### src/rtl/alu_simd_pipe.sv
// -----------------------------------------------------------------------------
// alu_simd_pipe
//
// Pipelined SIMD adder/subtractor/logic unit. It has an optional input
// register stage (operands and controls captured together), a combinational
// ALU, and an optional output register stage. Every register honours CE and
// the synchronous active-low reset.
//
// Ports
//   CLK        clock; all state updates on the rising edge
//   RST_N      synchronous active-low reset; overrides CE
//   CE         clock enable for every pipeline register, including valid
//   IN_VALID   qualifies operands and controls this cycle
//   X_IN/Y_IN/Z_IN  N-bit operands
//   CIN        carry-in; used only in ONE mode (lane 0)
//   ALUMODE    operation select
//   OPMODE     only bits [3:2] are used (logic-mode select)
//   SIMD_MODE  00 = one lane, 01 = two lanes, 10 = four lanes, 11 = reserved
//   P          result
//   CARRYOUT   per-lane carry, mapped onto bit positions by lane count
//   OUT_VALID  P/CARRYOUT/ILLEGAL carry a real result
//   ILLEGAL    result came from a reserved ALUMODE/OPMODE/SIMD_MODE code
// -----------------------------------------------------------------------------
module alu_simd_pipe #(
   parameter int N     = 48,
   parameter int INREG = 1,
   parameter int PREG  = 1
) (
   input  logic         CLK,
   input  logic         RST_N,
   input  logic         CE,
   input  logic         IN_VALID,
   input  logic [N-1:0] X_IN,
   input  logic [N-1:0] Y_IN,
   input  logic [N-1:0] Z_IN,
   input  logic         CIN,
   input  logic [3:0]   ALUMODE,
   input  logic [6:0]   OPMODE,
   input  logic [1:0]   SIMD_MODE,
   output logic [N-1:0] P,
   output logic [3:0]   CARRYOUT,
   output logic         OUT_VALID,
   output logic         ILLEGAL
);

   // Only the logic-mode select field of OPMODE matters.
   logic unused_opmode;
   assign unused_opmode = ^{OPMODE[6:4], OPMODE[1:0]};

   // Stage-A view: either the input registers or the raw inputs.
   logic         a_valid;
   logic [N-1:0] a_x, a_y, a_z;
   logic         a_cin;
   logic [3:0]   a_alumode;
   logic [1:0]   a_lsel;
   logic [1:0]   a_simd;

   generate
      if (INREG != 0) begin : g_inreg
         logic         valid_q, valid_d;
         logic [N-1:0] x_q, x_d, y_q, y_d, z_q, z_d;
         logic         cin_q, cin_d;
         logic [3:0]   alumode_q, alumode_d;
         logic [1:0]   lsel_q, lsel_d;
         logic [1:0]   simd_q, simd_d;

         always_comb begin
            valid_d   = valid_q;
            x_d       = x_q;
            y_d       = y_q;
            z_d       = z_q;
            cin_d     = cin_q;
            alumode_d = alumode_q;
            lsel_d    = lsel_q;
            simd_d    = simd_q;
            if (CE) begin
               valid_d   = IN_VALID;
               x_d       = X_IN;
               y_d       = Y_IN;
               z_d       = Z_IN;
               cin_d     = CIN;
               alumode_d = ALUMODE;
               lsel_d    = OPMODE[3:2];
               simd_d    = SIMD_MODE;
            end
         end

         always_ff @(posedge CLK) begin
            if (!RST_N) begin
               valid_q   <= 1'b0;
               x_q       <= '0;
               y_q       <= '0;
               z_q       <= '0;
               cin_q     <= 1'b0;
               alumode_q <= '0;
               lsel_q    <= '0;
               simd_q    <= '0;
            end else begin
               valid_q   <= valid_d;
               x_q       <= x_d;
               y_q       <= y_d;
               z_q       <= z_d;
               cin_q     <= cin_d;
               alumode_q <= alumode_d;
               lsel_q    <= lsel_d;
               simd_q    <= simd_d;
            end
         end

         assign a_valid   = valid_q;
         assign a_x       = x_q;
         assign a_y       = y_q;
         assign a_z       = z_q;
         assign a_cin     = cin_q;
         assign a_alumode = alumode_q;
         assign a_lsel    = lsel_q;
         assign a_simd    = simd_q;
      end else begin : g_inbyp
         assign a_valid   = IN_VALID;
         assign a_x       = X_IN;
         assign a_y       = Y_IN;
         assign a_z       = Z_IN;
         assign a_cin     = CIN;
         assign a_alumode = ALUMODE;
         assign a_lsel    = OPMODE[3:2];
         assign a_simd    = SIMD_MODE;
      end
   endgenerate

   // Arithmetic results for all three lane splits are built in parallel and
   // the SIMD mode picks one. Index 0 = one lane, 1 = two, 2 = four.
   logic [2:0][N-1:0] arith_p;
   logic [2:0][3:0]   arith_c;

   generate
      for (genvar mi = 0; mi < 3; mi++) begin : g_mode
         localparam int NL    = 1 << mi;
         localparam int L     = N / NL;
         localparam int CSTEP = 4 / NL;   // carry of lane k lands on bit (k+1)*CSTEP-1

         for (genvar gi = 0; gi < NL; gi++) begin : g_lane
            logic [L-1:0] x_l, y_l, z_l, zm_l, p_l, diff_l;
            logic [L+1:0] sum_l, xyc_l;
            logic         cin_l, c_l;
            logic         unused_sum_hi;

            always_comb begin
               x_l    = a_x[gi*L +: L];
               y_l    = a_y[gi*L +: L];
               z_l    = a_z[gi*L +: L];
               // Carry-in only reaches the single full-width lane.
               cin_l  = (mi == 0) ? a_cin : 1'b0;
               zm_l   = (a_alumode[1:0] == 2'b01) ? ~z_l : z_l;
               sum_l  = {2'b00, zm_l} + {2'b00, x_l} + {2'b00, y_l} + {{(L+1){1'b0}}, cin_l};
               xyc_l  = {2'b00, x_l} + {2'b00, y_l} + {{(L+1){1'b0}}, cin_l};
               diff_l = z_l - xyc_l[L-1:0];
               p_l    = sum_l[L-1:0];
               c_l    = sum_l[L];
               case (a_alumode[1:0])
                  2'b10: p_l = ~sum_l[L-1:0];
                  2'b11: begin
                     p_l = diff_l;
                     // "no borrow" is judged against the full-precision sum
                     c_l = ({2'b00, z_l} >= xyc_l);
                  end
                  default: ;
               endcase
            end

            assign unused_sum_hi                 = sum_l[L+1];
            assign arith_p[mi][gi*L +: L]        = p_l;
            assign arith_c[mi][(gi+1)*CSTEP-1]   = c_l;
         end

         // CARRYOUT positions that no lane owns in this split stay 0.
         for (genvar bi = 0; bi < 4; bi++) begin : g_czero
            if (((bi + 1) % CSTEP) != 0) begin : g_z
               assign arith_c[mi][bi] = 1'b0;
            end
         end
      end
   endgenerate

   // Bitwise modes between X and Z, always full width.
   logic [N-1:0] logic_p;

   always_comb begin
      logic_p = '0;
      case (a_alumode)
         4'b0100, 4'b0111: logic_p = a_lsel[1] ? ~(a_x ^ a_z) :  (a_x ^ a_z);
         4'b0101, 4'b0110: logic_p = a_lsel[1] ?  (a_x ^ a_z) : ~(a_x ^ a_z);
         4'b1100:          logic_p = a_lsel[1] ?  (a_x | a_z) :  (a_x & a_z);
         4'b1101:          logic_p = a_lsel[1] ?  (a_x | ~a_z) : (a_x & ~a_z);
         4'b1110:          logic_p = a_lsel[1] ? ~(a_x | a_z) : ~(a_x & a_z);
         4'b1111:          logic_p = a_lsel[1] ? (~a_x & a_z) : (~a_x | a_z);
         default:          logic_p = '0;
      endcase
   end

   logic         is_logic, res_ill;
   logic [N-1:0] res_p;
   logic [3:0]   res_c;

   always_comb begin
      // ALUMODE x1xx selects the bitwise group; 10xx is reserved.
      is_logic = a_alumode[2];
      res_ill  = (a_simd == 2'b11) || (a_alumode[3:2] == 2'b10) || (is_logic && a_lsel[0]);
      res_p    = '0;
      res_c    = '0;
      if (!res_ill) begin
         if (is_logic) begin
            res_p = logic_p;
         end else begin
            case (a_simd)
               2'b01:   begin res_p = arith_p[1]; res_c = arith_c[1]; end
               2'b10:   begin res_p = arith_p[2]; res_c = arith_c[2]; end
               default: begin res_p = arith_p[0]; res_c = arith_c[0]; end
            endcase
         end
      end
   end

   generate
      if (PREG != 0) begin : g_preg
         logic         valid_q, valid_d;
         logic [N-1:0] p_q, p_d;
         logic [3:0]   carry_q, carry_d;
         logic         illegal_q, illegal_d;

         always_comb begin
            valid_d   = valid_q;
            p_d       = p_q;
            carry_d   = carry_q;
            illegal_d = illegal_q;
            if (CE) begin
               valid_d   = a_valid;
               p_d       = res_p;
               carry_d   = res_c;
               illegal_d = res_ill;
            end
         end

         always_ff @(posedge CLK) begin
            if (!RST_N) begin
               valid_q   <= 1'b0;
               p_q       <= '0;
               carry_q   <= '0;
               illegal_q <= 1'b0;
            end else begin
               valid_q   <= valid_d;
               p_q       <= p_d;
               carry_q   <= carry_d;
               illegal_q <= illegal_d;
            end
         end

         assign OUT_VALID = valid_q;
         assign P         = p_q;
         assign CARRYOUT  = carry_q;
         assign ILLEGAL   = illegal_q;
      end else begin : g_pbyp
         assign OUT_VALID = a_valid;
         assign P         = res_p;
         assign CARRYOUT  = res_c;
         assign ILLEGAL   = res_ill;
      end
   endgenerate

endmodule

### config.mk
export PLATFORM = sky130hd
export DESIGN_NAME = alu_simd_pipe
export DESIGN_NICKNAME = d
export VERILOG_FILES = /design/src/rtl/alu_simd_pipe.sv
export SDC_FILE = /design/constraint.sdc
export NUM_CORES = 2
export LEC_CHECK = 0
export CAP_MARGIN = 40
export CORE_ASPECT_RATIO = 0.9
export CORE_UTILIZATION = 28
export CTS_BUF_LIST = sky130_fd_sc_hd__clkbuf_4 sky130_fd_sc_hd__clkbuf_8
export DETAILED_ROUTE_END_ITERATION = 10
export PLACE_DENSITY = 0.44
export RECOVER_POWER = 25
export SYNTH_ARGS = -nofsm -noshare
export SYNTH_HDL_FRONTEND = slang
export SYNTH_SLANG_ARGS = --single-unit
### constraint.sdc
create_clock -name CLK -period 6.2 [get_ports CLK]
set_clock_uncertainty 0.05 [all_clocks]
set_input_delay 0.93 -clock CLK [delete_from_list [all_inputs] [get_ports CLK]]
set_output_delay 0.93 -clock CLK [all_outputs]
set_load 0.02 [all_outputs]
# After elaboration in Yosys (flattened, before gate mapping)
# Index checks and enable logic that the tools add are counted.
# classes
addsub	30
n_mul	0
div	0
magnitude_cmp	7
eq_ne	15
n_shift	0
n_mux	34
bitwise	25
reduce_logical	5
# ops
op	n
2-to-1 mux 48 bit	9
NOT 48 bit	6
one-hot mux 48 bit (6 select lines)	1
one-hot mux 48 bit (2 select lines)	2
bitwise AND 48 bit	3
bitwise OR 48 bit	3
adder 12 x 12 -> 13 bit	8
adder 24 x 24 -> 25 bit	4
adder 48 x 48 -> 49 bit	2
NOT 12 bit	8
NOT 24 bit	4
one-hot mux 12 bit (2 select lines)	4
one-hot mux 24 bit (2 select lines)	2
adder 13 x 12 -> 13 bit	4
greater-or-equal comparator 12 x 13 -> 1 bit	4
adder 25 x 24 -> 25 bit	2
adder 49 x 1 -> 50 bit	1
greater-or-equal comparator 24 x 25 -> 1 bit	2
greater-or-equal comparator 48 x 50 -> 1 bit	1
adder 49 x 1 -> 49 bit	1
adder 49 x 48 -> 49 bit	1
2-to-1 mux 12 bit	4
2-to-1 mux 24 bit	2
subtractor 12 bit	4
13 further kinds	34
# word_totals
ff_bits	208
latch_bits	0
ram_bits	0
mem_bits_ro	0
inputBits	162
out_inout_bits	54
elab_cells	128
memories	0

# Longest topological paths before layout
# logic_depth
depth_word	10
ltp_mapped	23
mapped_depth_nobuf	22

# Worst setup path after synthesis
# OpenSTA, ideal clock, no wires.
# synth_path
path_kind	register to register
startpoint	register g_inreg.x_q[0], in the netlist a_x[0]
endpoint	register g_preg.p_q[32], in the netlist P[32]
setup_time_ps	117
arrival_ps	4701
t_required_ps	6033
path_slack_ps	1333
stages_incl_launch_ff	22
period_less_slack_ps	4867
cell_sequence	dfxtp_1 -> fa_1 -> inv_1 -> fa_1 -> inv_1 -> a221oi_1 -> o21ai_0 -> a21oi_1 -> o21ai_0 -> xnor2_1 -> ha_1 -> buf_2 -> and4_1 -> and4_1 -> a21boi_0 -> a21boi_0 -> o21ai_0 -> o21ai_1 -> a31oi_1 -> mux2i_1 -> a311o_1 -> a22o_1
# synth_between
elab_chain_cells	8
# synth_lines
element	line	source
from (decl)	61	logic [N-1:0] x_q, x_d, y_q, y_d, z_q, z_d;
from (signal assigned)	91	x_q <= '0;
from (signal assigned)	100	x_q <= x_d;
adder 48 x 48 -> 49 bit	154	sum_l = {2'b00, zm_l} + {2'b00, x_l} + {2'b00, y_l} + {{(L+1){1'b0}}, cin_l};
adder 49 x 48 -> 49 bit	154	
adder 49 x 1 -> 49 bit	154	
NOT 48 bit	160	2'b10: p_l = ~sum_l[L-1:0];
one-hot mux 48 bit (2 select lines) (*)	159	case (a_alumode[1:0])
one-hot mux 48 bit (2 select lines) (*)	214	case (a_simd)
2-to-1 mux 48 bit (*)	211	if (is_logic) begin
2-to-1 mux 48 bit (*)	210	if (!res_ill) begin
to (signal assigned)	251	p_q <= p_d;
to (decl)	226	logic [N-1:0] p_q, p_d;
# Mark *: on every way between the ends. The rest lies on a longest branch, timed or not.
# A chain may end at the register's enable or synchronous reset.

# Final worst setup path
# layout_path
startpoint	register g_inreg.x_q[3], in the netlist a_x[3]
endpoint	register g_preg.p_q[41], in the netlist P[41]
# Same word-level chain as after synthesis.

==> results.yml <==
power:
  power_density_mw_per_mm2: 217
  p_total_uw: 8120
  irDropWorstVdd_mv: 0.126
  power.leakage_uw: 0.0165
cts:
  ctsHtreeMaxLevel: 2
  post_cts_buffers: 0
  cts_tree: "yes"
  worstSkewPairLatency_ns: 0.73
  cts.sinks: 208
  root_buffer: "clkbuf_8"
  numCtsBuffers: 49
  clockBufferDepth: 3
  cts.clk_slew.worst_paths_ns: 0.07
sta:
  fmax_ghz: 0.170
  slew_headroom: -0.456
  final.min_clock_period_ns: 5.88
  worst_slack_ns: 0.322
  setup_viol: 0
  tightest_slew_ns: 2.17
  setup_tns_ns: 0
  finalCritPeriodShare: 0.948
  rsz0062_at_grt: "false"
  final_max_slew_viol_count: 84
  final_hold_viol_count: 0
critical_path:
  crit_fanout: 8
  r2r_slack_ns: 0.32
  arrival_ns: 6.45
  critical_path_class: "register to register"
  r2r-end: "P[41]"
  crit-reg2reg-launch: "a_x[3]"
  critPathLaunchType: "register"
  worstSetupEndpointType: "register"
  cp.required_ns: 6.77
  rr_worst_depth: 23
worst_hold_path:
  whs_path_depth: 2
  hold_start: "P[7]"
  hold_class: "register to register"
  min_to: "P[7]"
place:
  dp_hpwl_um: 112000
  portBuffers: 210
  dp_slack_ns: 0.243
  gp_congestion: 0.975
  dpl.cell_count: 5825
route:
  avgRoutedWirePerCell_um: 23.9
  drt_first_iter_violations: 2658
  viasPerCell: 5.29
  drc: 0
  drt_pass1_iterations: 5
  vias: 31300
  routed_wl_um: 141000
  drt.antenna.violating_nets: 0
job:
  max_cap_viol_count: 3
synth:
  syn_area_mm2: 0.0321
  synth_seq_area_share: 0.130
  synth_seq_cells: 208
  synthCells: 4228
  synth_flop_cell: "dfxtp_1"
  synth_cell_type_count: 90
  async_flop_share: 0
  syn-num-nets: 4865
  synth_edf_count: 0
  synth_area_per_cell_um2: 7.60
  yosysWarningCount: 0
floorplan:
  start_util: 0.283
  dieArea_mm2: 0.116
  ios: 216
  die_h_um: 323
  die_x_um: 359
  rows: 117
  core_mm2: 0.113
status:
  violations: "capacitance limit, slew limit"
  status: "finished with violations"
global_route:
  overflow: 0
  grt_pass1_vias: 30000
  antenna_found_initial: 3
  track_usage: 0.238
  grt_max_degree: 108
  grt_pass1_wl_um: 206000
layout:
  nNetsFinal: 5026
  final_cell_mix: "inv_1, ha_1, nor2_1"
  finalNonFillerCells: 5912
  final_common_cell: "inv_1"
  drive_gt1_frac: 0.0742
  synthToLayoutAreaGrowth_pct: 16.4
[through the flow]
step / cell area [µm²] / util / hold WS (ns)
floorplan: 32100 / - / 0.410
global placement: 36300 / 0.320 / 0.395
detailed placement: 36300 / 0.320 / 0.400
CTS: 37400 / 0.330 / 0.413
global route: 37400 / 0.330 / 0.435
finish: 37400 / 0.330 / 0.401
[registers in the layout, indices dropped and copies added, names as in the netlist]
name,count
P,48
a_x,48
a_y,48
a_z,48
CARRYOUT,4
a_alumode,4
a_lsel,2
a_simd,2
ILLEGAL,1
OUT_VALID,1
a_cin,1
a_valid,1
[where the power goes]
part | switching (µW) | leakage [µW] | internal [µW]
Clock | 821 | 0.000576 | 1120
Sequential | 180 | 0.00172 | 1440
Combinational | 2760 | 0.0142 | 1800
Total | 3760 | 0.0165 | 4360
[worst max-delay path by stage]
stage,start,end,slack (ns),depth (start not counted)
2_1_floorplan,a_x[0],P[32],1.33,21
3_3_place_gp,a_y[0],P[45],0.27,21
3_5_place_dp,a_y[0],P[45],0.24,21
4_1_cts,a_y[0],P[45],0.19,21
5_1_grt,a_x[3],P[41],0.02,23
6_report,a_x[3],P[41],0.32,23
[per-layer routing]
layer / global-route usage / vias to the layer above / wire (µm)
met4: 0.0598 / 0 / 3170
met5: 0 / - / 0
met1: 0.345 / 15100 / 69100
li1: - / 15100 / -
met2: 0.366 / 1009 / 60200
met3: 0.0320 / 118 / 8830
[what timing repair did]
item | 4_1_cts | 5_1_grt
hold buffers | 0 | 0
gates resized for setup | 0 | 3
setup endpoints to repair | 0 | 6
[cell type report]
type                            instances  area [µm²]
Tap cell                             1487        1860
Inverter                              414        1560
Antenna cell                            2        5.00
Timing Repair Buffer                  345        3210
Multi-Input combinational cell       3371       25500
Clock inverter                         14         198
Sequential cell                       208        4180
Clock buffer                           71         890
Fill cell                           12200       76000
[worst max-delay path: stages, from the launching register on]
cell and delay, ns:
dfxtp_1 0.37, ha_1 0.51, nand4_1 0.18, o221ai_1 0.46
a221o_1 0.37, nand2_1 0.13, a31oi_1 0.18, buf_4 0.16
a2bb2oi_1 0.17, buf_4 0.19, a21o_1 0.12, a21o_1 0.22
xnor2_1 0.14, ha_1 0.45, nand4_1 0.19, or3_1 0.43
a211oi_1 0.24, buf_4 0.18, nor3_1 0.08, o31ai_1 0.35
xnor2_1 0.17, nand2_1 0.17, a31oi_1 0.19, nor3_1 0.07
[logic make-up after synthesis]
family | after synthesis | synth area share
AO/OA/AOI/OAI | 1167 | 0.231
XOR/XNOR | 447 | 0.122
adder cells (fa/ha/maj) | 475 | 0.200
flip-flops | 208 | 0.130
buffers and inverters | 649 | 0.0777
AND/OR/NAND/NOR | 1040 | 0.146
multiplexers | 242 | 0.0938
[Yosys cell counts, drive strengths merged, types with 54 or more instances]
cell type  instances  area share
clkbuf           152       0.018
a21oi            349       0.055
nor2             394       0.046
xnor2            334       0.091
nand3             54      0.0084
o21ai            277       0.043
buf               83       0.011
xor2             113       0.031
nand2            303       0.035
dfxtp            208        0.13
a21o             122       0.029
fa                64       0.040
inv              414       0.048
mux2i            191       0.059
ha               411        0.16
nand4             58       0.011
No activity file was read; power rests on OpenSTA's default activity.
==> RTL change, RTL diff (config.mk and constraints unchanged) <==
Change the parameter `INREG` from 1 to 0.
--- a/src/rtl/alu_simd_pipe.sv
+++ b/src/rtl/alu_simd_pipe.sv
@@ -23,7 +23,7 @@
 // -----------------------------------------------------------------------------
 module alu_simd_pipe #(
    parameter int N     = 48,
-   parameter int INREG = 1,
+   parameter int INREG = 0,
    parameter int PREG  = 1
 ) (
    input  logic         CLK,
Check against the original RTL: not equivalent (Yosys sat finds a counterexample within 4 cycles, from zero or initial values and one cycle with RST_N low).
==> RTL change against the unedited design <==
  * Worst setup slack worse by 0.10 ns
  * Area after synthesis decreased by 17%
  * Wire length fell by 2.2%
  * Via count fell by 5.9%
  * Sequential cell count is 154 lower
  * Sequential power decreased by 75%
  * Final area down 12%
  * Total power fell by 6.4%
  * Largest power group unchanged
==> RTL change: results (changes against the unedited design) <==
global_route.usage.met2: 0.369  # +0.00276
post_cts_buffers: 2  # +2
synthTopCellsByCount: "a21oi_1, ha_1, nor2_1"
grt_pass1_wl_microns: 195000  # -5.2%
grt.total_usage: 0.278  # +0.0406
use_met1: 0.432  # +0.0878
synth_mux_area_frac: 0.0180  # -0.0758
insertion_delay_ns: 0.40  # -0.33 ns
wire_per_inst_microns: 25.3  # +5.8%
finalHoldWorstSlack_ns: 0.417  # +0.0158 ns
cts_buffer_depth: 2  # -1
fin_crit_sh: 0.965  # +0.0164
power_leakage_nw: 15.0  # -8.9%
status: "completed"
worst_r2r_path_depth: 5  # -78%
sw_frac_of_total: 0.578  # +0.115
met1_length_microns: 68900  # -0.19%
grt_antenna_before_repair: 7  # +4
synth.yosys.seq_area_share: 0.0407  # -0.0888
drive_gt1_frac: 0.131  # +0.0563
r2r_setup_slack_ns: 4.70  # +4.38 ns
top_layer: "met5"
synth.area.top_cells: "ha_1, xnor2_1, a21oi_1"
ir_drop_v: 0.000121  # -3.6%
grt_util_met3: 0.0814  # +0.0493
cp_max_fo: 2  # -6
critPathArrivalTime_ns: 6.28  # -0.17 ns
[RTL change: changes by cell type after synthesis, sizes merged, moves of 34 or more]
cell | before | now
a211oi | 48 | 82
a21oi | 349 | 470
dfxtp | 208 | 54
inv | 414 | 306
mux2i | 191 | 35
mux4 | 47 | 4
nor2 | 394 | 337
[RTL change: power by group through the flow]
stage,sequential (mW),combinational [mW],clock [mW]
floorplan,0.415,4.07,0
global placement,0.409,6.62,0
detailed placement,0.409,6.59,0
CTS,0.401,6.63,0.341
global route,0.404,7.35,0.343
finish,0.402,6.87,0.332
[RTL change: layout make-up]
class,instances,area share
multi-input cells,3192,0.712
clock inverters,2,0.00118
inverters,308,0.0351
flip-flops and latches,54,0.0328
repair buffers,660,0.169
diodes,2,0.000152
well taps,1242,0.0472
clock buffers,6,0.00251
[RTL change: path summary, 6_finish.rpt]
kind                             from     to
worst max-delay path              CIN  P[45]
worst min-delay path            P[12]  P[12]
worst max register to register  P[41]  P[41]
worst min register to register  P[12]  P[12]
